===== src/rtl/fetch_sequencer.sv =====
// fetch_sequencer: single-outstanding instruction fetch driving program_counter, with redirect squash and a 1-entry decode buffer
module fetch_sequencer #(
   parameter logic [31:0] RESET_PC = 32'h0000_0000
) (
   input  logic        clk,
   input  logic        rst,
   input  logic [31:0] pc,
   output logic [1:0]  pcmux,
   output logic [31:0] immbj,
   output logic [31:0] jump,
   output logic        imem_req,
   output logic [31:0] imem_addr,
   input  logic        imem_gnt,
   input  logic        imem_rvalid,
   input  logic [31:0] imem_rdata,
   output logic        inst_valid,
   output logic [31:0] inst,
   output logic [31:0] inst_pc,
   input  logic        inst_ready,
   input  logic        redir_valid,
   input  logic [31:0] redir_target
);
   typedef enum logic [1:0] {RST, REQ, WAIT, DROP} state_t;
   state_t state;
   logic redir;
   always_comb begin
      redir = redir_valid && (state != RST);
      immbj = '0;
      imem_addr = pc;
      jump = (state == RST) ? RESET_PC : {redir_target[31:2], 2'b00};
      imem_req = (state == REQ) && !redir && (!inst_valid || inst_ready);
      pcmux = (state == RST) ? ((RESET_PC == '0) ? 2'b00 : 2'b01) :
              redir ? 2'b01 :
              ((state == WAIT) && imem_rvalid) ? 2'b11 : 2'b10;
   end
   always_ff @(posedge clk) begin
      if (rst) begin
         state <= RST;
         inst_valid <= 1'b0;
         inst <= '0;
         inst_pc <= '0;
      end else begin
         if ((inst_valid && inst_ready) || redir) inst_valid <= 1'b0;
         case (state)
            RST: state <= REQ;
            REQ: if (imem_req && imem_gnt) state <= WAIT;
            WAIT: begin
               if (imem_rvalid) begin
                  state <= REQ;
                  if (!redir) begin
                     inst <= imem_rdata;
                     inst_pc <= pc;
                     inst_valid <= 1'b1;
                  end
               end else if (redir) state <= DROP;
            end
            DROP: if (imem_rvalid) state <= REQ;
            default: state <= RST;
         endcase
      end
   end
endmodule

===== config.mk =====
export PLATFORM = sky130hd
export DESIGN_NAME = fetch_sequencer
export DESIGN_NICKNAME = d
export VERILOG_FILES = /design/src/rtl/fetch_sequencer.sv
export SDC_FILE = /design/constraint.sdc
export NUM_CORES = 1
export LEC_CHECK = 0
export CORE_MARGIN = 3
export CORE_UTILIZATION = 30
export CTS_CLUSTER_SIZE = 16
export DETAILED_ROUTE_END_ITERATION = 10
export PLACE_DENSITY = 0.86
export SETUP_SLACK_MARGIN = 0.3
export SYNTH_ARGS = -nofsm -noshare
export SYNTH_HDL_FRONTEND = slang
export SYNTH_SLANG_ARGS = --single-unit

===== constraint.sdc =====
create_clock -name clk -period 1.79 [get_ports clk]
set_clock_uncertainty 0.2 [all_clocks]
set_input_delay 0.358 -clock clk [delete_from_list [all_inputs] [get_ports clk]]
set_output_delay 0.358 -clock clk [all_outputs]
set_load 0.005 [all_outputs]

==> qor.yml <==
result_of_the_run: "finished, violations left"
violations: "setup timing"
worst_r2r_path_depth: 11
multiInputGateArea_sq_um: 2330
setup_tns_ns: -6.28
worstHoldPathType: "in -> reg"
final_min_period_over_clock_period_pct: 113
worst_slew_margin_rel_pct: 63.0
report.final.hold_viol_count: 0
grt.overflow.total: 0
design.portCount: 266
grt_util_met3_pct: 6.28
cellPowerDensity_nw_per_um2: 537
final_net_count: 812
dr.first_iter.drc_count: 93
worstPathArrival_ns: 1.47
placeableCoreArea_sq_um: 10500
synthesized_instance_count: 409
setup_viol: 90
grt_antenna_before_repair: 0
final.fill_count: 749
crit_fanout: 6
busiest_layer: "met2"
postSynthAreaPerCell_sq_um: 8.08
vias: 3768
detail_route.drc_violations: 0
wire_length_of_the_first_global_routing_pass_um: 21100
netlist-cell-type-count: 27
routed_via_density: 4.45
cts_num_sinks: 67
holdPathStages: 3
start_kind: "register"
timing_worst_slew_pin_value_ns: 0.556
setup_ws_ns: -0.239
maximum_number_of_pins_on_one_net_before_global_route_repair: 35
die_w_um: 111
vias_in_the_first_global_route: 3890
period_minus_slack_ns: 2.03
route.detailed.wl_per_inst_um: 16.9
leakagePower_nw: 3.26
cell_row_count: 37
peak_supply_drop_uv: 443
clk-insertion-delay-late_ns: 0.33
postRouteWirelength_um: 14300
final-max-slew-violation-count: 0
rsz0062_at_grt: "yes"
timing_worst_setup_path_type: "reg -> out"
cts_htree_levels: 3
post_synthesis_sequential_element_count: 67
layout_commonest_cell: "nand2_4"
timing.max_cap.violations: 0
fp.dieH_um: 111
timing.fmax_mhz: 493
final_core_util_pct: 70.7
cts-root-to-sink-buffers: 2
dieArea_sq_um: 12300
area.growth.synth_to_final_pct: 125
yosysWarningCount: 0
initial_core_util_pct: 31.4
met1_usage_pct: 24.1
post_route_cells_drive_above_1_share_pct: 66.4
timing.critical_path.to_type: "output port"
port_buffers: 229
antenna-diode-count: 0
worst_setup_hold_path_clk_slew_ns: 0.07
cp_data_required_time_ns: 1.23
yosysSeqAreaShare_pct: 40.6
gr-usage-met2_pct: 39.3
globalplace.congestion: 0.814
drt-pass1-iter-count: 4
drtAntennaViolNets: 0
cts_made_buffers: 9
detailed_place_hpwl_um: 7800
track_usage_pct: 21.5
synth.cell_area_sq_um: 3300
layout.cells.most_common_list: "nand2_4 (83), buf_4 (72), clkdlybuf4s50_1 (66), a21oi_2 (62), dfxtp_2 (62)"
cts-root-buf: "clkbuf_8"
cts_tree: "built"
regArea_sq_um: 1420
-- path summary, 6_finish.rpt --
check,start,to,slack (ns)
max,state[0],jump[27],-0.24
min,rst,state[1],0.14
max reg2reg,state[0],inst[7],-0.10
min reg2reg,inst_pc[6],inst_pc[6],0.26
-- cells by family (layout without fill, tap and decap cells) --
family          Yosys count  after routing  synth area share, %
compound gates           72             72                 13.5
flops                    67             67                 40.6
other cells               1             34                0.113
simple gates            171            171                 23.0
buf+inv                  93            362                 21.0
fa+ha+maj                 4              4                 1.51
mux                       1              1                0.303
-- flip-flops by register name (all words and copies together) (netlist names) --
name        cells
inst           32
inst_pc        32
state           2
inst_valid      1
-- cell usage after synthesis --
cell type | instances | share of area, %
nand2b_1 | 1 | 0.19
nor2_1 | 4 | 0.45
nand2b_4 | 1 | 0.42
o21ai_0 | 1 | 0.15
buf_1 | 1 | 0.11
o2bb2ai_1 | 1 | 0.27
nand2_1 | 129 | 15
conb_1 | 1 | 0.11
nand3_1 | 1 | 0.15
and3b_2 | 1 | 0.30
clkbuf_1 | 8 | 0.91
buf_2 | 7 | 1.1
and2b_2 | 2 | 0.53
a21oi_1 | 48 | 7.3
inv_1 | 3 | 0.34
nor2b_1 | 29 | 5.5
nand3b_1 | 1 | 0.23
buf_12 | 1 | 0.61
buf_8 | 6 | 2.7
ha_1 | 4 | 1.5
mux2i_1 | 1 | 0.30
o21bai_1 | 1 | 0.23
and3_4 | 1 | 0.34
dfxtp_1 | 67 | 41
a21oi_2 | 21 | 5.6
buf_4 | 67 | 15
or3b_2 | 1 | 0.27
-- where the power goes --
| part | internal [W] | total (W) | switching, W |
|---|---|---|---|
| registers | 0.00152 | 0.00154 | 0.0000187 |
| logic | 0.000606 | 0.00106 | 0.000451 |
| clock network | 0.000788 | 0.00140 | 0.000610 |
| total | 0.00291 | 0.00399 | 0.00108 |
-- per-stage QoR --
step | power [W] | setup WS, ns | std cells | instance area (sq um) | hold WS [ns]
after detailed placement | 0.00243 | -0.416 | 746 | 5530 | 0.247
after global placement | 0.00241 | -0.426 | 746 | 5530 | 0.241
after global routing | 0.00417 | -0.311 | 847 | 7430 | 0.141
after floorplan | 0.00193 | 0.227 | 442 | 3490 | 0.253
after CTS | 0.00396 | -0.191 | 825 | 7070 | 0.110
final | 0.00399 | -0.239 | 847 | 7430 | 0.138
-- layer usage --
| metal | wire length (um) | vias to the layer above |
|---|---|---|
| met3 | 952 | 20 |
| met2 | 7880 | 171 |
| met1 | 5220 | 1777 |
| li1 | - | 1800 |
| met5 | 0 | - |
| met4 | 264 | 0 |
-- layout make-up --
type / count / area share, %
inverter: 3 / 0.151
timing repair buffer: 343 / 44.1
tap: 136 / 2.29
clock buffer: 10 / 1.72
multi-input combinational: 282 / 31.4
sequential: 67 / 19.1
clock inverter: 6 / 1.21
-- repair_timing --
action                     4_1_cts  5_1_grt
setup buffers                   46       21
hold buffers                     0        0
setup endpoints to repair      197      153
resized for setup              644      123
pin swaps                      119       36
gates cloned                    17        1
-- worst max-delay path: stages, from the launching register on --
cell and delay, ns:
dfxtp_2 0.35, inv_2 0.05, ha_4 0.18, buf_6 0.13, buf_6 0.12, nor2b_1 0.16
buf_2 0.14
No activity file was read; power rests on OpenSTA's default activity.
